**src/rtl/fft_pkg.sv**
```systemverilog
// Shared definitions for the FFT stage sequencer.
//   - tw_width(): twiddle ROM index width for a given LOG_N (LOG_N-1, min 1)
//   - state_t  : sequencer states
//   - BF_LATENCY / ISSUE_INTERVAL: butterfly pipeline timing
package fft_pkg;

   localparam int BF_LATENCY     = 5;  // x_nd -> y_nd
   localparam int ISSUE_INTERVAL = 2;  // butterfly accepts one input every 2 cycles

   typedef enum logic [1:0] {
      IDLE  = 2'd0,
      ISSUE = 2'd1,
      DRAIN = 2'd2,
      DONE  = 2'd3
   } state_t;

   function automatic int tw_width(input int log_n);
      return (log_n > 1) ? log_n - 1 : 1;
   endfunction

endpackage

```
**src/rtl/fft_stage_ctrl_if.sv**
```systemverilog
// Handshake/bus bundle between the FFT sequencer and its environment
// (sample buffer, twiddle ROM, butterfly).
//   master : sequencer side (drives strobes/addresses, receives start and
//            butterfly outputs)
//   slave  : environment side
// Optional: FFT_STAGE_CTRL_INVERSE_EN adds inverse (in) and tw_conj (out).
interface fft_stage_ctrl_if
   import fft_pkg::*;
#(
   parameter int LOG_N  = 3,
   parameter int A_WDTH = LOG_N
) ();
   localparam int TW_WDTH = tw_width(LOG_N);

   logic                  start;
   logic                  busy;
   logic                  done;
   logic [LOG_N-1:0]      stage;
   logic                  rd_en;
   logic [A_WDTH-1:0]     rd_addr_a;
   logic [A_WDTH-1:0]     rd_addr_b;
   logic [TW_WDTH-1:0]    tw_addr;
   logic                  bf_x_nd;
   logic [2*A_WDTH-1:0]   bf_m_in;
   logic [2*A_WDTH-1:0]   bf_m_out;
   logic                  bf_y_nd;
   logic                  wr_en;
   logic [A_WDTH-1:0]     wr_addr;
`ifdef FFT_STAGE_CTRL_INVERSE_EN
   logic                  inverse;
   logic                  tw_conj;

   modport master (
      input  start, bf_m_out, bf_y_nd, inverse,
      output busy, done, stage, rd_en, rd_addr_a, rd_addr_b, tw_addr,
             bf_x_nd, bf_m_in, wr_en, wr_addr, tw_conj
   );
   modport slave (
      output start, bf_m_out, bf_y_nd, inverse,
      input  busy, done, stage, rd_en, rd_addr_a, rd_addr_b, tw_addr,
             bf_x_nd, bf_m_in, wr_en, wr_addr, tw_conj
   );
`else
   modport master (
      input  start, bf_m_out, bf_y_nd,
      output busy, done, stage, rd_en, rd_addr_a, rd_addr_b, tw_addr,
             bf_x_nd, bf_m_in, wr_en, wr_addr
   );
   modport slave (
      output start, bf_m_out, bf_y_nd,
      input  busy, done, stage, rd_en, rd_addr_a, rd_addr_b, tw_addr,
             bf_x_nd, bf_m_in, wr_en, wr_addr
   );
`endif
endinterface

```
**src/rtl/fft_addr_gen.sv**
```systemverilog
// Radix-2 DIT in-place address mapping for stage s, butterfly k.
//   s       in  stage index
//   k       in  butterfly index within the stage (0..N/2-1)
//   addr_a  out XA address: k with a zero inserted at bit position s
//   addr_b  out XB address: addr_a + 2^s
//   tw_addr out twiddle index: (k mod 2^s) scaled to the N/2-entry ROM
module fft_addr_gen
   import fft_pkg::*;
#(
   parameter int LOG_N   = 3,
   parameter int A_WDTH  = LOG_N,
   parameter int TW_WDTH = tw_width(LOG_N)
) (
   input  logic [LOG_N-1:0]   s,
   input  logic [TW_WDTH-1:0] k,
   output logic [A_WDTH-1:0]  addr_a,
   output logic [A_WDTH-1:0]  addr_b,
   output logic [TW_WDTH-1:0] tw_addr
);
   logic [A_WDTH-1:0] kk;
   logic [A_WDTH-1:0] half;
   logic [A_WDTH-1:0] pos;
   logic [LOG_N-1:0]  tw_shamt;

   always_comb begin
      kk       = A_WDTH'(k);
      half     = A_WDTH'(1) << s;
      pos      = kk & (half - 1'b1);
      addr_a   = ((kk >> s) << (s + 1'b1)) | pos;
      addr_b   = addr_a + half;
      tw_shamt = LOG_N'(LOG_N - 1) - s;
      // pos < 2^s <= N/2, so it always fits the ROM index width
      tw_addr  = TW_WDTH'(pos) << tw_shamt;
   end
endmodule

```
**src/rtl/fft_stage_ctrl.sv**
```systemverilog
// Sequencer for one shared radix-2 butterfly running an in-place DIT FFT.
// Each stage issues N/2 butterflies, one every 2 cycles (read, then x_nd),
// writes YA/YB back on consecutive cycles as results return, and drains the
// butterfly before the next stage so no stale data is read.
// Ports:
//   clk, rst  clock, asynchronous active-high reset
//   bus       fft_stage_ctrl_if.master: start/busy/done/stage, buffer read
//             (rd_en, rd_addr_a/b), twiddle index, butterfly x_nd/m_in,
//             m_out/y_nd, buffer write (wr_en, wr_addr)
// Optional: FFT_STAGE_CTRL_INVERSE_EN -- inverse sampled on accepted start,
//           tw_conj held for the run so the ROM wrapper conjugates W.
module fft_stage_ctrl
   import fft_pkg::*;
#(
   parameter int LOG_N  = 3,
   parameter int A_WDTH = LOG_N
) (
   input  logic            clk,
   input  logic            rst,
   fft_stage_ctrl_if.master bus
);
   localparam int TW_WDTH = tw_width(LOG_N);
   // enough headroom for every butterfly that can be in flight
   localparam int OUT_W = $clog2(BF_LATENCY / ISSUE_INTERVAL + 2) + 1;
   localparam logic [TW_WDTH-1:0] K_LAST     = TW_WDTH'((1 << (LOG_N - 1)) - 1);
   localparam logic [LOG_N-1:0]   STAGE_LAST = LOG_N'(LOG_N - 1);

   state_t               state_q, state_d;
   logic [LOG_N-1:0]     stage_q, stage_d;
   logic [TW_WDTH-1:0]   k_q, k_d;
   logic                 phase_q, phase_d;   // 0: read, 1: x_nd
   logic [OUT_W-1:0]     out_q, out_d;       // butterflies issued, YB not yet written
   logic                 yb_pend_q;
   logic [A_WDTH-1:0]    addr_b_lat_q;
   logic                 err_q;

   logic                 rd_en, x_nd, wr_ya, wr_yb, drain_clear;
   logic [A_WDTH-1:0]    addr_a, addr_b;
   logic [TW_WDTH-1:0]   tw_raw;

   fft_addr_gen #(
      .LOG_N   (LOG_N),
      .A_WDTH  (A_WDTH),
      .TW_WDTH (TW_WDTH)
   ) u_addr_gen (
      .s       (stage_q),
      .k       (k_q),
      .addr_a  (addr_a),
      .addr_b  (addr_b),
      .tw_addr (tw_raw)
   );

   always_comb begin
      state_d = state_q;
      stage_d = stage_q;
      k_d     = k_q;
      phase_d = phase_q;
      rd_en   = 1'b0;
      x_nd    = 1'b0;
      wr_ya   = bus.bf_y_nd && (state_q != IDLE);
      wr_yb   = yb_pend_q;
      // Look at the post-write count so the next stage's first read lands
      // the cycle right after the final YB write.
      drain_clear = (out_q == '0) || ((out_q == OUT_W'(1)) && wr_yb);

      unique case (state_q)
         IDLE: begin
            if (bus.start) begin
               state_d = ISSUE;
               stage_d = '0;
               k_d     = '0;
               phase_d = 1'b0;
            end
         end
         ISSUE: begin
            if (!phase_q) begin
               rd_en   = 1'b1;
               phase_d = 1'b1;
            end else begin
               x_nd    = 1'b1;
               phase_d = 1'b0;
               if (k_q == K_LAST) begin
                  k_d     = '0;
                  state_d = DRAIN;
               end else begin
                  k_d = k_q + 1'b1;
               end
            end
         end
         DRAIN: begin
            if (drain_clear) begin
               if (stage_q == STAGE_LAST) begin
                  state_d = DONE;
               end else begin
                  stage_d = stage_q + 1'b1;
                  k_d     = '0;
                  phase_d = 1'b0;
                  state_d = ISSUE;
               end
            end
         end
         DONE: state_d = IDLE;
         default: state_d = IDLE;
      endcase

      out_d = out_q + OUT_W'(x_nd) - OUT_W'(wr_yb);
   end

   always_ff @(posedge clk or posedge rst) begin
      if (rst) begin
         state_q      <= IDLE;
         stage_q      <= '0;
         k_q          <= '0;
         phase_q      <= 1'b0;
         out_q        <= '0;
         yb_pend_q    <= 1'b0;
         addr_b_lat_q <= '0;
         err_q        <= 1'b0;
      end else begin
         state_q   <= state_d;
         stage_q   <= stage_d;
         k_q       <= k_d;
         phase_q   <= phase_d;
         out_q     <= out_d;
         yb_pend_q <= wr_ya;
         if (wr_ya) addr_b_lat_q <= bus.bf_m_out[A_WDTH-1:0];
         // sticky: a result arrived with nothing outstanding
         err_q <= err_q | (wr_ya && (out_q == '0));
      end
   end

   assign bus.busy      = (state_q != IDLE);
   assign bus.done      = (state_q == DONE);
   assign bus.stage     = stage_q;
   assign bus.rd_en     = rd_en;
   assign bus.rd_addr_a = rd_en ? addr_a : '0;
   assign bus.rd_addr_b = rd_en ? addr_b : '0;
   assign bus.tw_addr   = rd_en ? tw_raw : '0;
   assign bus.bf_x_nd   = x_nd;
   assign bus.bf_m_in   = x_nd ? {addr_a, addr_b} : '0;
   assign bus.wr_en     = wr_ya | wr_yb;
   assign bus.wr_addr   = wr_yb ? addr_b_lat_q :
                          wr_ya ? bus.bf_m_out[2*A_WDTH-1:A_WDTH] : '0;

`ifdef FFT_STAGE_CTRL_INVERSE_EN
   logic tw_conj_q;
   always_ff @(posedge clk or posedge rst) begin
      if (rst)                                    tw_conj_q <= 1'b0;
      else if ((state_q == IDLE) && bus.start)    tw_conj_q <= bus.inverse;
   end
   assign bus.tw_conj = tw_conj_q;
`endif
endmodule

```
**src/flat_wrapper.sv**
```systemverilog
// flat-port wrapper written by rule: the top's interface ports become plain ports
module fft_stage_ctrl_flat import fft_pkg::*;
#(
   parameter int LOG_N  = 3,
   parameter int A_WDTH = LOG_N
)
  (clk, rst, bus_start, bus_bf_m_out, bus_bf_y_nd, bus_busy, bus_done, bus_stage, bus_rd_en, bus_rd_addr_a, bus_rd_addr_b, bus_tw_addr, bus_bf_x_nd, bus_bf_m_in, bus_wr_en, bus_wr_addr);
  fft_stage_ctrl_if #(.LOG_N(LOG_N), .A_WDTH(A_WDTH)) bus_i ();
  input  logic clk;
  input  logic rst;
  input wire logic [$bits(bus_i.start)-1:0] bus_start;
  input wire logic [$bits(bus_i.bf_m_out)-1:0] bus_bf_m_out;
  input wire logic [$bits(bus_i.bf_y_nd)-1:0] bus_bf_y_nd;
  output wire logic [$bits(bus_i.busy)-1:0] bus_busy;
  output wire logic [$bits(bus_i.done)-1:0] bus_done;
  output wire logic [$bits(bus_i.stage)-1:0] bus_stage;
  output wire logic [$bits(bus_i.rd_en)-1:0] bus_rd_en;
  output wire logic [$bits(bus_i.rd_addr_a)-1:0] bus_rd_addr_a;
  output wire logic [$bits(bus_i.rd_addr_b)-1:0] bus_rd_addr_b;
  output wire logic [$bits(bus_i.tw_addr)-1:0] bus_tw_addr;
  output wire logic [$bits(bus_i.bf_x_nd)-1:0] bus_bf_x_nd;
  output wire logic [$bits(bus_i.bf_m_in)-1:0] bus_bf_m_in;
  output wire logic [$bits(bus_i.wr_en)-1:0] bus_wr_en;
  output wire logic [$bits(bus_i.wr_addr)-1:0] bus_wr_addr;
  assign bus_i.start = bus_start;
  assign bus_i.bf_m_out = bus_bf_m_out;
  assign bus_i.bf_y_nd = bus_bf_y_nd;
  assign bus_busy = bus_i.busy;
  assign bus_done = bus_i.done;
  assign bus_stage = bus_i.stage;
  assign bus_rd_en = bus_i.rd_en;
  assign bus_rd_addr_a = bus_i.rd_addr_a;
  assign bus_rd_addr_b = bus_i.rd_addr_b;
  assign bus_tw_addr = bus_i.tw_addr;
  assign bus_bf_x_nd = bus_i.bf_x_nd;
  assign bus_bf_m_in = bus_i.bf_m_in;
  assign bus_wr_en = bus_i.wr_en;
  assign bus_wr_addr = bus_i.wr_addr;
  fft_stage_ctrl #(.LOG_N(LOG_N), .A_WDTH(A_WDTH)) u_core (.clk(clk), .rst(rst), .bus(bus_i));
endmodule
```
**config.mk**
```make
export PLATFORM = sky130hd
export DESIGN_NAME = fft_stage_ctrl_flat
export DESIGN_NICKNAME = d
export VERILOG_FILES = /design/src/rtl/fft_pkg.sv /design/src/rtl/fft_stage_ctrl_if.sv /design/src/rtl/fft_addr_gen.sv /design/src/rtl/fft_stage_ctrl.sv /design/src/flat_wrapper.sv
export SDC_FILE = /design/constraint.sdc
export NUM_CORES = 1
export LEC_CHECK = 0
export ABC_AREA = 1
export CAP_MARGIN = 10
export CORE_ASPECT_RATIO = 1.1
export CORE_UTILIZATION = 47
export CTS_CLUSTER_SIZE = 16
export DETAILED_ROUTE_END_ITERATION = 8
export GPL_TIMING_DRIVEN = 0
export PLACE_DENSITY_LB_ADDON = 0.08
export SLEW_MARGIN = 20
export SYNTH_ARGS = -nofsm -noshare
export SYNTH_HDL_FRONTEND = slang
export SYNTH_SLANG_ARGS = --single-unit
export TNS_END_PERCENT = 5
```
**constraint.sdc**
```tcl
create_clock -name clk -period 3.4 [get_ports clk]
set_input_delay 0.85 -clock clk [delete_from_list [all_inputs] [get_ports clk]]
set_output_delay 0.85 -clock clk [all_outputs]
set_load 0.005 [all_outputs]
```
==> run metrics, run 1 <==
status complete, no violations; Yosys Warn Count 0; crit-path max FO 4; Slew @ Worst Pin 0.576 ns; startpoint types register; CP max stage delay 0.46 ns; critical hold path startpoint u_core.addr_b_lat_q[2]; reg2reg setup slack 1.24 ns; Syn Nets 184; maximum VDD drop 0.000562 V; clock skew 0.00478 ns; Die W 49.5 um; Clock Path Buffers 2; Syn Std Cell Area 1170 um^2; Psw 722 uW; sequential cell area fraction in the yosys report 32.2%; CTS tree yes; aggregate routed wire length 2.91 mm; first-iteration detailed-routing DRC count 20; Area Overhead vs Synth 49.2%; FF+latch count, synth 15; Net count, final 232; Int Power 809 uW; routability congestion estimate 0.874; post-route minimum period 3.36 ns; layout cells sized above 1 26.1%; Fillers 196; RSZ-0062 raised after global routing yes; worst-skew pair later-pin latency 0.28 ns; Worst Path Required 2.55 ns; Port Buf Inserts 34; Clock power frac 6.4%; largest net degree at the start of global routing 16; number of unique standard cell types used by synthesis 24; clk slew on worst S/H paths 0.09 ns; Die Height 54.2 um; Root Buffer clkbuf_4; CTS Hold Bufs 0; Detailed Place HPWL 2.12 mm; Remaining DRCs 0; Avg Synthesized Cell Area 7.11 um^2; total global routing track utilization 23.0%; DR WL/cell 12.1 um; first-pass GRT wire length 4.66 mm; Crit-path slowest cell dfrtp_2; Tot Pwr 1.53 mW; CTS sink cnt 15; worst hold endpoint u_core.addr_b_lat_q[2]; antenna diode count 0; crit end category primary output; Synth Instances 164; Max Slew Vio Count 0; HP Class reg -> reg; Slew headroom 61.6%; # IOs 35; CTS H-tree depth 1; commonest non-fill, non-tap cell in the layout nand2_1; Cell Chain, Critical Path inv_4, ha_4, inv_2, nor2_4, nor2_2, a31oi_4, inv_2, ha_4, fa_2, nand3b_1, nand2_2, inv_2, nand3_2, a21oi_2, buf_2; sequential share of power 22.3%; cell depth of the worst hold path 2; post-route antenna net violation count 0; vias 1210; critical path class reg -> out; most frequent cells in the layout 43 x nand2_1, 30 x clkdlybuf4s50_1, 21 x inv_1; Gate power share 71.3%; pwr dens 880 nW/um^2; Layout Utilization 75.8%; row cnt 18; DR vias/cell 5.02; P_leak 0.847 nW; Worst R2R Path Depth 11; WP data arrival 2.51 ns; Critical R2R Launch u_core.state_q[0]; final hold violations 0; CTS buffer count 3; Fmax 298 MHz; Starting Density 50.8%; most used cell, CP inv_2; reg-to-reg critical path endpoint u_core.out_q[1]; total congestion overflow 0; initial antenna violation count 0; Pre-antenna DRT Iters 4; Switching Share 47.1%; number of global-route vias before repair 1103; maxcap violations 0; critical path launch point u_core.bus.stage[0]; Tcrit/Tclk final 98.7%; core area 2300 um^2; die footprint 2680 um^2; Setup violations, final 0
[state kept, by name, summed over array words and instances, names as in the netlist]
name and count:
u_core.wr_yb 1, u_core.k_q 2, u_core.out_q 3, u_core.state_q 2, u_core.addr_b_lat_q 3, u_core.bus.stage 3
u_core.phase_q 1
[worst max-delay path by stage]
stage | to | slack (ns) | cells after the start
2_1_floorplan | bus_bf_m_in[2] | 0.29 | 13
4_1_cts | bus_rd_addr_b[2] | -0.09 | 13
3_5_place_dp | bus_bf_m_in[2] | -0.52 | 15
5_1_grt | bus_bf_m_in[2] | -0.06 | 14
3_3_place_gp | bus_bf_m_in[2] | -0.47 | 15
6_report | bus_rd_addr_b[2] | 0.04 | 15
[cells in the mapped netlist, drive strengths merged]
cell | n | area share, %
xnor2 | 3 | 2.9
nand3 | 8 | 3.4
a21oi | 5 | 2.1
nand3b | 2 | 1.3
inv | 30 | 9.7
nand2 | 49 | 16
ha | 8 | 8.6
nor2 | 26 | 11
fa | 2 | 3.4
dfrtp | 15 | 32
nor3 | 2 | 1.3
and2 | 1 | 0.54
a31oi | 1 | 0.54
o21ai | 6 | 2.9
nand4 | 4 | 2.1
buf | 2 | 1.6
[kinds of logic (layout without fill, tap and decap cells)]
family / count (synthesis) / count (layout) / share of synthesized area, %
DFF: 15 / 15 / 32.2
and+or+nand+nor: 92 / 92 / 36.1
xor gates and xnor gates: 3 / 3 / 2.90
AOI/OAI and AO/OA: 12 / 12 / 5.58
adders and majority gates: 10 / 10 / 12.0
buffers and inverters: 32 / 79 / 11.3
[area by class of cell]
type	count	area [um^2]	share of cell area, %
multi-input cells	117	763	43.9
flip-flops and latches	15	378	21.7
inverters	30	118	6.76
plain buffers	2	18.8	1.08
clock buffers	4	26.3	1.51
well taps	30	37.5	2.16
repair buffers	43	399	22.9
[repair_timing]
item | 4_1_cts | 5_1_grt
pin swaps | 3 | 9
setup buffers | 7 | 2
gates resized for setup | 16 | 25
endpoints found under the setup margin | 6 | 4
[power groups by stage]
stage | Combinational (mW) | Sequential (mW) | Clock (mW)
2_1_floorplan | 0.579 | 0.324 | 0
3_3_place_gp | 0.866 | 0.338 | 0
3_5_place_dp | 0.899 | 0.340 | 0
4_1_cts | 0.991 | 0.335 | 0.104
5_1_grt | 1.21 | 0.350 | 0.109
6_report | 1.09 | 0.341 | 0.0982
[critical path: cells and delay by family (launching register included)]
kind / cells / cell delay [ns]
fa+ha+maj: 3 / 0.65
compound gates: 2 / 0.21
buf+inv: 5 / 0.36
simple gates: 5 / 0.55
flops: 1 / 0.46
[stage by stage]
stage               setup slack [ns]  cell area [um^2]  hold slack, ns  std cells  TNS [ns]
floorplan                      0.293              1170           0.449        164         0
finish                        0.0429              1740           0.492        241         0
global placement              -0.473              1540           0.466        228     -1.38
CTS                          -0.0940              1660           0.493        239    -0.176
detailed placement            -0.518              1540           0.470        228     -1.51
global route                 -0.0579              1740           0.505        241    -0.106
[layer usage]
metal	wire length [um]	up-vias	track usage, %
met2	1530	51	44.3
li1	-	601	-
met1	1130	549	25.2
met5	0	-	0
met3	169	9	3.06
met4	76	0	11.9
(Power assumes the default switching activity.)
==> run 2, diff against run 1 <==
--- a/config.mk
+++ b/config.mk
@@ -8,6 +8,7 @@
 export ABC_AREA = 1
 export CAP_MARGIN = 10
 export CORE_ASPECT_RATIO = 1.1
+export CORE_MARGIN = 1.5
 export CORE_UTILIZATION = 47
 export CTS_CLUSTER_SIZE = 16
 export DETAILED_ROUTE_END_ITERATION = 8
==> run metrics, run 2 (same netlist as run 1, synthesis figures left out) <==
CTS H-tree depth 1 (unchanged); P_leak 0.852 nW (was 0.847 nW); routability congestion estimate 0.825 (was 0.874); first-iteration detailed-routing DRC count 18 (was 20); DR vias/cell 4.94 (was 5.02); Detailed Place HPWL 2.16 mm (was 2.12 mm); antenna diode count 0 (unchanged); Max Slew Vio Count 0 (unchanged); Worst R2R Path Depth 11 (unchanged); Layout Utilization 74.9% (was 75.8%); Die W 50.5 um (was 49.5 um); Slew headroom 61.3% (was 61.6%); post-route antenna net violation count 0 (unchanged); initial antenna violation count 0 (unchanged); final hold violations 0 (unchanged); critical path launch point u_core.bus.stage[0] (unchanged); critical path class reg -> out (unchanged); Root Buffer clkbuf_4 (unchanged); Worst Path Required 2.55 ns (about the same); aggregate routed wire length 3.01 mm (was 2.91 mm); Tcrit/Tclk final 98.9% (was 98.7%); CTS tree yes (unchanged); HP Class reg -> reg (unchanged); vias 1205 (was 1210); post-route minimum period 3.36 ns (about the same); # IOs 35 (unchanged); Area Overhead vs Synth 47.6% (was 49.2%); pwr dens 880 nW/um^2 (about the same); Setup violations, final 0 (unchanged); largest net degree at the start of global routing 16 (unchanged); reg-to-reg critical path endpoint u_core.out_q[2] (was u_core.out_q[1]); maxcap violations 0 (unchanged); clk slew on worst S/H paths 0.10 ns (was 0.09 ns); Starting Density 50.8% (unchanged); CTS buffer count 3 (unchanged); CTS Hold Bufs 0 (unchanged); first-pass GRT wire length 4.91 mm (was 4.66 mm); Slew @ Worst Pin 0.579 ns (was 0.576 ns); worst setup path end bus_rd_addr_b[2] (unchanged); reg2reg setup slack 1.30 ns (was 1.24 ns); RSZ-0062 raised after global routing yes (unchanged); Sum Neg Setup Slack 0 ns (unchanged); total congestion overflow 0 (unchanged); worst-skew pair later-pin latency 0.29 ns (was 0.28 ns); startpoint types register (unchanged); status complete, no violations (unchanged); core area 2300 um^2 (unchanged); clock skew 0.00572 ns (was 0.00478 ns); Fmax 297 MHz (was 298 MHz); crit-path max FO 5 (was 4); Port Buf Inserts 34 (unchanged); layout cells sized above 1 26.2% (was 26.1%); die footprint 2790 um^2 (was 2680 um^2); Net count, final 235 (was 232); commonest non-fill, non-tap cell in the layout nand2_1 (unchanged); DR WL/cell 12.3 um (was 12.1 um); Remaining DRCs 0 (unchanged); Critical R2R Launch u_core.state_q[0] (unchanged); most frequent cells in the layout 44 x nand2_1, 30 x clkdlybuf4s50_1, 23 x inv_1 (was 43 x nand2_1, 30 x clkdlybuf4s50_1, 21 x inv_1); number of global-route vias before repair 1185 (was 1103); WP data arrival 2.51 ns (about the same); CTS sink cnt 15 (unchanged); total global routing track utilization 22.4% (was 23.0%); crit end category primary output (unchanged); maximum VDD drop 0.000465 V (was 0.000562 V); Pre-antenna DRT Iters 7 (was 4); Clock Path Buffers 2 (unchanged); Die Height 55.2 um (was 54.2 um); row cnt 18 (unchanged)
==> run 2: cell types whose count changed in the layout (fill, tap and decap cells not counted), sizes merged <==
cell,before,now
clkinv,0,1
clkdlybuf4s15,0,2
clkbuf,5,4
dlygate4sd2,2,0
buf,12,15
==> run 2: per-stage QoR <==
stage	area [um^2]	setup slack, ns	hold WS [ns]	power (mW)	std cells
detailed placement	1540	-0.513	0.469	1.24	228
CTS	1670	-0.0886	0.495	1.45	240
floorplan	1170	0.293	0.449	0.903	164
finish	1720	0.0375	0.492	1.51	244
global route	1720	-0.0952	0.517	1.65	244
global placement	1540	-0.451	0.465	1.20	228
==> run 2: report_power, final <==
group | leakage, nW | total [mW] | internal (mW) | switching, mW
sequential | 0.185 | 0.338 | 0.261 | 0.0770
combinational | 0.649 | 1.07 | 0.500 | 0.571
clock | 0.0177 | 0.106 | 0.0437 | 0.0624
==> run 2: metal layers <==
metal / global-route usage (%) / part of all wire (%) / vias up
li1: - / - / 599
met1: 25.2 / 43 / 554
met2: 41.4 / 51 / 46
met3: 3.78 / 4.2 / 6
met4: 7.72 / 1.5 / 0
met5: 0 / 0 / -
==> run 2: worst max-delay path, stage by stage, from the launching register on <==
cell,delay [ns]
dfrtp_2,0.44
inv_4,0.07
ha_4,0.29
inv_2,0.06
a31oi_2,0.17
inv_1,0.06
ha_2,0.18
fa_2,0.35
nand3b_1,0.18
nand2_2,0.11
inv_1,0.05
nand3_2,0.09
a21oi_2,0.05
buf_2,0.12
==> run 2: layout make-up <==
class	count	area [um^2]
Multi-Input combinational cell	117	721
Fill cell	182	576
Timing Repair Buffer	46	424
Sequential cell	15	378
Inverter	30	115
Tap cell	30	37.5
Clock buffer	3	22.5
Buffer	2	18.8
Clock inverter	1	5.00
==> run 2: worst min path at each step <==
stage                     slack [ns]                endpoint                    from  depth (start not counted)
final                           0.49  u_core.addr_b_lat_q[0]  u_core.addr_b_lat_q[0]                          2
after global routing            0.52  u_core.addr_b_lat_q[0]  u_core.addr_b_lat_q[0]                          2
after global placement          0.46  u_core.addr_b_lat_q[0]  u_core.addr_b_lat_q[0]                          2
after detailed placement        0.47  u_core.addr_b_lat_q[0]  u_core.addr_b_lat_q[0]                          2
after floorplan                 0.45  u_core.addr_b_lat_q[1]  u_core.addr_b_lat_q[1]                          2
after CTS                       0.49  u_core.addr_b_lat_q[0]  u_core.addr_b_lat_q[0]                          2
==> run 2: repair_timing <==
| action | in CTS | in global routing |
|---|---|---|
| gates resized for setup | 17 | 18 |
| endpoints found under the setup margin | 6 | 4 |
| setup buffers | 8 | 4 |
| gates cloned | 0 | 0 |
| pin swaps | 3 | 7 |
| endpoints found under the hold margin | 0 | 0 |
==> run 3, diff against run 2 <==
--- a/config.mk
+++ b/config.mk
@@ -9,7 +9,7 @@
 export CAP_MARGIN = 10
 export CORE_ASPECT_RATIO = 1.1
 export CORE_MARGIN = 1.5
-export CORE_UTILIZATION = 47
+export CORE_UTILIZATION = 50
 export CTS_CLUSTER_SIZE = 16
 export DETAILED_ROUTE_END_ITERATION = 8
 export GPL_TIMING_DRIVEN = 0
==> constraint.sdc (replaced) <==
create_clock -name clk -period 4.2 [get_ports clk]
set_input_delay 1.05 -clock clk [delete_from_list [all_inputs] [get_ports clk]]
set_output_delay 1.05 -clock clk [all_outputs]
set_load 0.005 [all_outputs]
==> run metrics, run 3 (same netlist as run 1, synthesis figures left out) <==
Starting Density 52.3% (was 50.8%); vias 1148 (was 1205); Slew headroom 64.0% (was 61.3%); final hold violations 0 (unchanged); Max Slew Vio Count 0 (unchanged); most frequent cells in the layout 46 x nand2_1, 32 x clkdlybuf4s50_1, 25 x inv_1 (was 44 x nand2_1, 30 x clkdlybuf4s50_1, 23 x inv_1); HP Class reg -> reg (unchanged); first-iteration detailed-routing DRC count 18 (unchanged); CTS Hold Bufs 0 (unchanged); status complete, no violations (unchanged); Worst R2R Path Depth 11 (unchanged); antenna diode count 0 (unchanged); Detailed Place HPWL 2.04 mm (was 2.16 mm); pwr dens 689 nW/um^2 (was 880 nW/um^2); WP data arrival 2.77 ns (was 2.51 ns); worst hold endpoint u_core.addr_b_lat_q[1] (was u_core.addr_b_lat_q[0]); clk slew on worst S/H paths 0.09 ns (was 0.10 ns); largest net degree at the start of global routing 16 (unchanged); Port Buf Inserts 34 (unchanged); Die W 49.0 um (was 50.5 um); # IOs 35 (unchanged); Fmax 262 MHz; P_leak 0.851 nW (was 0.852 nW); row cnt 18 (unchanged); CTS buffer count 3 (unchanged); CTS tree yes (unchanged); DR WL/cell 10.6 um (was 12.3 um); Slew @ Worst Pin 0.540 ns (was 0.579 ns); Crit-path slowest cell clkdlybuf4s50_1 (was dfrtp_2); first-pass GRT wire length 4.22 mm (was 4.91 mm); reg2reg setup slack 2.07 ns (was 1.30 ns); clock skew 0.00855 ns (was 0.00572 ns); number of global-route vias before repair 1029 (was 1185); Sum Neg Setup Slack 0 ns (unchanged); worst path bufs/invs 3 (was 5); Storage cell area 378 um^2 (unchanged); crit-path max FO 7 (was 5); CTS sink cnt 15 (unchanged); crit end category primary output (unchanged); Cell Chain, Critical Path ha_1, xnor2_2, a31oi_1, inv_1, ha_1, fa_1, inv_1, nor2_1, clkdlybuf4s50_1 (was inv_4, ha_4, inv_2, a31oi_2, inv_1, ha_2, fa_2, nand3b_1, nand2_2, inv_1, nand3_2, a21oi_2, buf_2); aggregate routed wire length 2.51 mm (was 3.01 mm); Fillers 191 (was 182); Tot Pwr 1.13 mW (was 1.51 mW); Remaining DRCs 0 (unchanged); maximum VDD drop 0.000486 V (was 0.000465 V); critical path class reg -> out (unchanged); post-route antenna net violation count 0 (unchanged); total congestion overflow 0 (unchanged); critical hold path startpoint u_core.addr_b_lat_q[1] (was u_core.addr_b_lat_q[0]); worst-skew pair later-pin latency 0.28 ns (was 0.29 ns); Die Height 53.7 um (was 55.2 um); Worst Path Required 3.15 ns (was 2.55 ns); post-route minimum period 3.82 ns; Critical R2R Launch u_core.state_q[0] (unchanged); startpoint types register (unchanged); reg-to-reg critical path endpoint u_core.out_q[2] (unchanged); CTS H-tree depth 1 (unchanged); total global routing track utilization 21.4% (was 22.4%); Root Buffer clkbuf_4 (unchanged); die footprint 2630 um^2 (was 2790 um^2); maxcap violations 0 (unchanged); RSZ-0062 raised after global routing no (was yes); Clock Path Buffers 2 (unchanged); DR vias/cell 4.86 (was 4.94); Tcrit/Tclk final 90.9%; commonest non-fill, non-tap cell in the layout nand2_1 (unchanged); core area 2230 um^2 (was 2300 um^2); Setup violations, final 0 (unchanged); CP max stage delay 0.50 ns (was 0.44 ns); cell depth of the worst hold path 2 (unchanged); Pre-antenna DRT Iters 5 (was 7); Multi-input gate area 683 um^2 (was 721 um^2); Net count, final 227 (was 235); Top delay family on crit path adder cells (unchanged); Area Overhead vs Synth 40.2% (was 47.6%); initial antenna violation count 0 (unchanged); layout cells sized above 1 15.5% (was 26.2%); routability congestion estimate 0.884 (was 0.825)
## run 3: metal layers
layer / vias up / GRT usage [%] / share of wire, %
met3: 4 / 4.17 / 3.2
met2: 23 / 38.8 / 50
met4: 0 / 11.4 / 1.8
met5: - / 0 / 0
met1: 526 / 24.3 / 45
li1: 595 / - / -
## run 3: power breakdown
part	leakage, nW	internal [mW]	total [mW]	switching (mW)
Clock	0.0177	0.0353	0.0799	0.0446
Combinational	0.649	0.361	0.770	0.410
Sequential	0.185	0.211	0.276	0.0646
Total	0.851	0.607	1.13	0.519
## run 3: stage by stage
| step | worst slack, ns | area (um^2) | hold WS, ns | cells | util (%) |
|---|---|---|---|---|---|
| 2_1_floorplan | 0.893 | 1170 | 0.449 | 164 | - |
| 3_3_place_gp | 0.179 | 1540 | 0.468 | 228 | 69.2 |
| 3_5_place_dp | 0.133 | 1540 | 0.466 | 228 | 69.2 |
| 4_1_cts | 0.0347 | 1580 | 0.493 | 233 | 71.0 |
| 5_1_grt | 0.149 | 1640 | 0.519 | 236 | 73.3 |
| 6_report | 0.383 | 1640 | 0.487 | 236 | 73.3 |
## run 3: area by class of cell
class                   instances  share of cell area [%]
plain buffers                   2                    1.15
clock buffers                   3                    1.38
clock inverters                 1                   0.306
inverters                      30                    7.04
multi-input cells             117                    41.8
flip-flops and latches         15                    23.1
well taps                      30                    2.30
repair buffers                 38                    23.0
## run 3: how the worst max path moves through the flow
| stage | from | cells after the start | slack [ns] | end |
|---|---|---|---|---|
| final | u_core.bus.stage[0] | 9 | 0.38 | bus_bf_m_in[1] |
| after global routing | u_core.bus.stage[0] | 12 | 0.15 | bus_bf_m_in[1] |
| after CTS | u_core.bus.stage[0] | 15 | 0.03 | bus_bf_m_in[2] |
| after detailed placement | u_core.bus.stage[0] | 15 | 0.13 | bus_bf_m_in[2] |
| after global placement | u_core.bus.stage[0] | 15 | 0.18 | bus_bf_m_in[2] |
| after floorplan | u_core.bus.stage[0] | 13 | 0.89 | bus_bf_m_in[2] |
## run 3: worst reg2reg max path: stages (launching register included)
cell and delay [ns]:
dfrtp_1 0.46, inv_2 0.09, nor2_2 0.14, inv_1 0.12, nor2_4 0.11, inv_2 0.08, ha_1 0.30, inv_1 0.06
ha_1 0.12, inv_1 0.05, fa_1 0.38, xnor2_1 0.13
## run 3: timing repair
| item | 4_1_cts | 5_1_grt |
|---|---|---|
| pin swaps | 0 | 2 |
| gates cloned | 0 | 0 |
| buffers inserted | 1 | 3 |
| resized for setup | 4 | 7 |
| endpoints found under the setup margin | 2 | 2 |
==> edit 1 (flow settings as in run 1) <==
Encoding of `state_t`: now Gray code (2 bits for 4 states).
--- a/src/rtl/fft_pkg.sv
+++ b/src/rtl/fft_pkg.sv
@@ -8,10 +8,10 @@
    localparam int ISSUE_INTERVAL = 2;  // butterfly accepts one input every 2 cycles
 
    typedef enum logic [1:0] {
-      IDLE  = 2'd0,
-      ISSUE = 2'd1,
-      DRAIN = 2'd2,
-      DONE  = 2'd3
+      IDLE  = 2'b00,
+      ISSUE = 2'b01,
+      DRAIN = 2'b11,
+      DONE  = 2'b10
    } state_t;
 
    function automatic int tw_width(input int log_n);
Check against the original RTL: no difference found for any inputs over 10 cycles, from zero or initial values and one cycle with rst high; not proved beyond that.
==> edit 1 against run 1 <==
  * The flow now finishes with violations (negative setup slack)
  * Maximum frequency fell by 2.3%
  * Via count fell by 2.2%
  * Register-to-register slack improved by 0.06 ns
  * Cell area fell by 3.5%
  * Sequential cell count did not move
  * Wire length rose by 0.28%
  * Largest power group unchanged
  * Area after synthesis fell by 2.3%
  * Worst setup slack got worse by 0.080 ns
  * Worst hold slack improved by 0.0045 ns
  * Total power fell by 11%
  * Critical endpoint is now bus_bf_m_in[2]
==> edit 1: results (changes against run 1) <==
- Outcome: finished, violations left (was finished clean)
- Failing checks: negative setup slack
- Clock Latency Late Sink: 0.29 ns
- Setup Skew: 0.00344 ns (was 0.00478 ns)
- Maximum vdd drop: 629 uV (was 562 uV)
- Leakage: 0.802 nW (was 0.847 nW)
- Number of global-route vias before repair: 1071 (was 1103)
- Detail Placement HPWL: 2.04 mm (was 2.12 mm)
- Root Buffer: clkbuf_4 (unchanged)
- Final nets: 227 (was 232)
- WL per Instance: 12.4 um (was 12.1 um)
- Via count: 1183 (was 1210)
- Crit-path max cell delay: 0.45 ns
- Post-Synth XOR/XNOR Area: 2.96% (was 2.90%)
- HP Class: flip-flop to flip-flop (unchanged)
- Number of antenna violations at the first check in global routing: 0 (unchanged)
- Top-count cell post-synth: nand2_1 (unchanged)
- Final setup fails: 2 (was 0)
- CP max FO: 6 (was 4)
- Synth top area cells: dfrtp_1, nand2_1, ha_1 (was dfrtp_1, nand2_1, inv_1)
- Fmax: 291 MHz (was 298 MHz)
- Worst-path clk slew: 0.09 ns (about the same)
- Clock buffer depth: 2 (unchanged)
- Share of post-route cells with drive strength above 1: 23.3% (was 26.1%)
- Compound-Gate Fraction of Synth Area: 8.23% (was 5.58%)
- Register area share after synthesis: 32.9% (was 32.2%)
- Total track usage: 24.4% (was 23.0%)
- IO buf count: 34 (unchanged)
- Slowest stage cell, crit path: dfrtp_2 (unchanged)
- Fillers: 176 (was 196)
- N_diodes: 0 (unchanged)
- Yosys cell types: 24 (unchanged)
- Mux contribution to synthesized area: 0% (unchanged)
- Post-Synthesis Net Count: 179 (was 184)
- Syn. warnings: 0 (unchanged)
- Top post-synthesis cells by count: nand2_1, inv_1, nor2_1, dfrtp_1, ha_1 (was nand2_1, inv_1, nor2_1, dfrtp_1)
- Starting DRT DRC Count: 22 (was 20)
- Global-route wire length before repair: 4.79 mm (was 4.66 mm)
- Synth Area in Adders: 12.3% (was 12.0%)
- Actual slew at the worst max-slew pin: 0.596 ns (was 0.576 ns)
- TritonCTS Buffers: 3 (unchanged)
- Async S/R FF share, synth: 100% (unchanged)
- PnR worst setup slack: -0.0369 ns (was 0.0429 ns)
- Critical Path AT: 2.59 ns (was 2.51 ns)
- GP Congestion: 0.855 (was 0.874)
- Pin count of the biggest net entering global routing: 16 (unchanged)
- CP top delay family: adder cells (unchanged)
- H-tree level count: 1 (unchanged)
- Pint: 731 uW (was 809 uW)
- Drt pass-1 iters: 4 (unchanged)
edit 1: stage by stage:
step	hold slack [ns]	TNS (ns)	instances	worst slack [ns]	instance area, um^2
after floorplan	0.449	0	159	0.299	1140
after global placement	0.463	-1.43	223	-0.478	1520
after detailed placement	0.469	-1.67	223	-0.542	1520
after CTS	0.496	-0.212	235	-0.111	1660
after global routing	0.510	-0.259	236	-0.143	1680
final	0.496	-0.0582	236	-0.0369	1680
edit 1: kinds of logic after synthesis:
kind of cell	after synthesis
xor gates and xnor gates	3
and+or+nand+nor	85
DFF	15
buffers and inverters	30
adders and majority gates	10
AOI/OAI and AO/OA	16
edit 1: layout make-up:
cell class	count	area, um^2	area share, %
timing repair buffer	43	393	23.4
buffer	2	22.5	1.34
tap	30	37.5	2.24
multi-input combinational	114	713	42.5
inverter	28	108	6.41
sequential	15	378	22.5
clock inverter	1	5.00	0.298
clock buffer	3	22.5	1.34
edit 1: what timing repair did:
action / in CTS / in global routing
endpoints found under the setup margin: 6 / 4
gates cloned: 0 / 0
buffers inserted: 8 / 1
resized for setup: 19 / 16
hold buffers: 0 / 0
pin swaps: 2 / 6
edit 1: path summary, 6_finish.rpt:
check	startpoint	end	slack [ns]	cells after the start
worst max-delay path	u_core.bus.stage[0]	bus_bf_m_in[2]	-0.04	11
worst min-delay path	u_core.addr_b_lat_q[2]	u_core.addr_b_lat_q[2]	0.50	2
worst max register to register	u_core.state_q[1]	u_core.out_q[1]	1.30	10
worst min register to register	u_core.addr_b_lat_q[2]	u_core.addr_b_lat_q[2]	0.50	2
max in group asynchronous	rst	u_core.bus.stage[0]	2.05	2
min in group asynchronous	rst	u_core.phase_q	0.92	2
edit 1: layer usage:
layer	wire length, um	up-vias	part of all wire [%]	global-route usage, %
met5	0	-	0	0
met4	48	0	1.6	7.35
met3	143	7	4.9	4.24
met2	1490	41	51	45.6
met1	1240	541	42	28.9
li1	-	594	-	-
edit 1: power by group through the flow:
stage / Combinational, mW / Sequential [mW] / Clock [mW]
after global placement: 0.778 / 0.330 / 0
after detailed placement: 0.808 / 0.332 / 0
after global routing: 1.05 / 0.335 / 0.117
final: 0.927 / 0.327 / 0.105
after CTS: 0.894 / 0.326 / 0.109
after floorplan: 0.516 / 0.316 / 0
edit 1: worst reg2reg max path, stage by stage (launching register included):
cell,delay [ns]
dfrtp_1,0.40
inv_1,0.10
nand2_1,0.08
nor2_1,0.17
inv_1,0.17
ha_1,0.32
inv_1,0.06
ha_1,0.13
inv_1,0.05
fa_1,0.48
inv_1,0.05
==> edit 2 (settings of run 1) <==
Without the edit above. `BF_LATENCY`: 5 -> 6.
--- a/src/rtl/fft_pkg.sv
+++ b/src/rtl/fft_pkg.sv
@@ -4,7 +4,7 @@
 //   - BF_LATENCY / ISSUE_INTERVAL: butterfly pipeline timing
 package fft_pkg;
 
-   localparam int BF_LATENCY     = 5;  // x_nd -> y_nd
+   localparam int BF_LATENCY     = 6;  // x_nd -> y_nd
    localparam int ISSUE_INTERVAL = 2;  // butterfly accepts one input every 2 cycles
 
    typedef enum logic [1:0] {
Behaviour: same outputs for any inputs over 10 cycles, from zero or initial values and one cycle with rst high; that may be too few to reach the edited logic, so the function may still have changed.
==> edit 2 against run 1 <==
  * Clock power rose by 28%
  * Largest power group unchanged
  * The run now ends with negative setup slack left
  * Worst setup slack worse by 0.047 ns
  * Cell count is 5.4% higher
  * Area after synthesis increased by 5.2%
  * Largest cell class unchanged
  * Total power fell by 15%
  * Wire length grew 4.1%
  * Count of clock-buffer cells in the layout stayed put
  * Sequential cell count rose by 1
  * Cell area grew 3.7%
==> edit 2: results (changes against run 1) <==
- Share of post-route cells with drive strength above 1: 22.4% (was 26.1%)
- Outcome: finished, violations left (was finished clean)
- Number of global-route vias before repair: 1271 (was 1103)
- Dpl ws: -0.406 ns (was -0.518 ns)
- Met2 Use GR: 43.4% (was 44.3%)
- WL met1: 1.21 mm (was 1.13 mm)
- Via count: 1287 (was 1210)
- Setup TNS: -0.00452 ns (was 0 ns)
- Final setup fails: 1 (was 0)
- Synth top area cells: dfrtp_1, nand2_1, ha_1 (was dfrtp_1, nand2_1, inv_1)
- Hold slack: 0.500 ns (was 0.492 ns)
- Failing checks: negative setup slack
- Post-Synthesis Net Count: 197 (was 184)
- Critical Path AT: 2.55 ns (was 2.51 ns)
- Post-CTS setup buffers: 6 (was 7)
- Met2 routed WL: 1.67 mm (was 1.53 mm)
- Yosys cell types: 26 (was 24)
- R2R depth: 8 (was 11)
- Starting DRT DRC Count: 30 (was 20)
- Final nets: 247 (was 232)
- Reg2Reg Launch Point: u_core.state_q[1] (was u_core.state_q[0])
- Synth top area share: 32.7% (was 32.2%)
- Top post-synthesis cells by count: nand2_1, inv_1, nor2_1, dfrtp_1, ha_1 (was nand2_1, inv_1, nor2_1, dfrtp_1)
- Global-route wire length before repair: 5.07 mm (was 4.66 mm)
- Register area share after synthesis: 32.7% (was 32.2%)
- Total track usage: 23.6% (was 23.0%)
- PnR worst setup slack: -0.00452 ns (was 0.0429 ns)
- Placed Instance Area: 0.00161 mm^2 (was 0.00154 mm^2)
[edit 2: logic make-up after synthesis]
family | Yosys count | synth area share [%]
AND/OR/NAND/NOR | 92 | 31.9
buffers and inverters | 35 | 10.8
flip-flops | 16 | 32.7
AO/OA/AOI/OAI | 15 | 7.35
adder cells (fa/ha/maj) | 13 | 14.5
XOR/XNOR | 3 | 2.76
[edit 2: area by class of cell]
| type | count | area, um^2 | area share (%) |
|---|---|---|---|
| clock buffer | 4 | 36.3 | 2.01 |
| tap | 31 | 38.8 | 2.15 |
| sequential | 16 | 404 | 22.4 |
| timing repair buffer | 45 | 407 | 22.5 |
| inverter | 34 | 133 | 7.35 |
| buffer | 1 | 5.00 | 0.277 |
| multi-input combinational | 123 | 782 | 43.3 |
[edit 2: worst register-to-register path, stage by stage (launching register included)]
cell     delay (ns)
dfrtp_1        0.43
nor2_2         0.20
nand2_1        0.25
ha_1           0.36
inv_1          0.05
ha_1           0.15
inv_1          0.05
fa_1           0.48
inv_1          0.04
[edit 2: where the power goes]
group | switching [mW] | internal, mW | total, mW
clock | 0.0605 | 0.0652 | 0.126
combinational | 0.447 | 0.411 | 0.858
sequential | 0.0512 | 0.262 | 0.314
[edit 2: worst max-delay path by stage]
stage / start / end / cells after the start
final: u_core.bus.stage[0] / bus_bf_m_in[2] / 13
after global routing: u_core.bus.stage[0] / bus_bf_m_in[2] / 13
after CTS: u_core.bus.stage[0] / bus_bf_m_in[2] / 13
after detailed placement: u_core.bus.stage[0] / bus_bf_m_in[2] / 14
after global placement: u_core.bus.stage[0] / bus_bf_m_in[2] / 14
after floorplan: u_core.bus.stage[0] / bus_bf_m_in[2] / 12
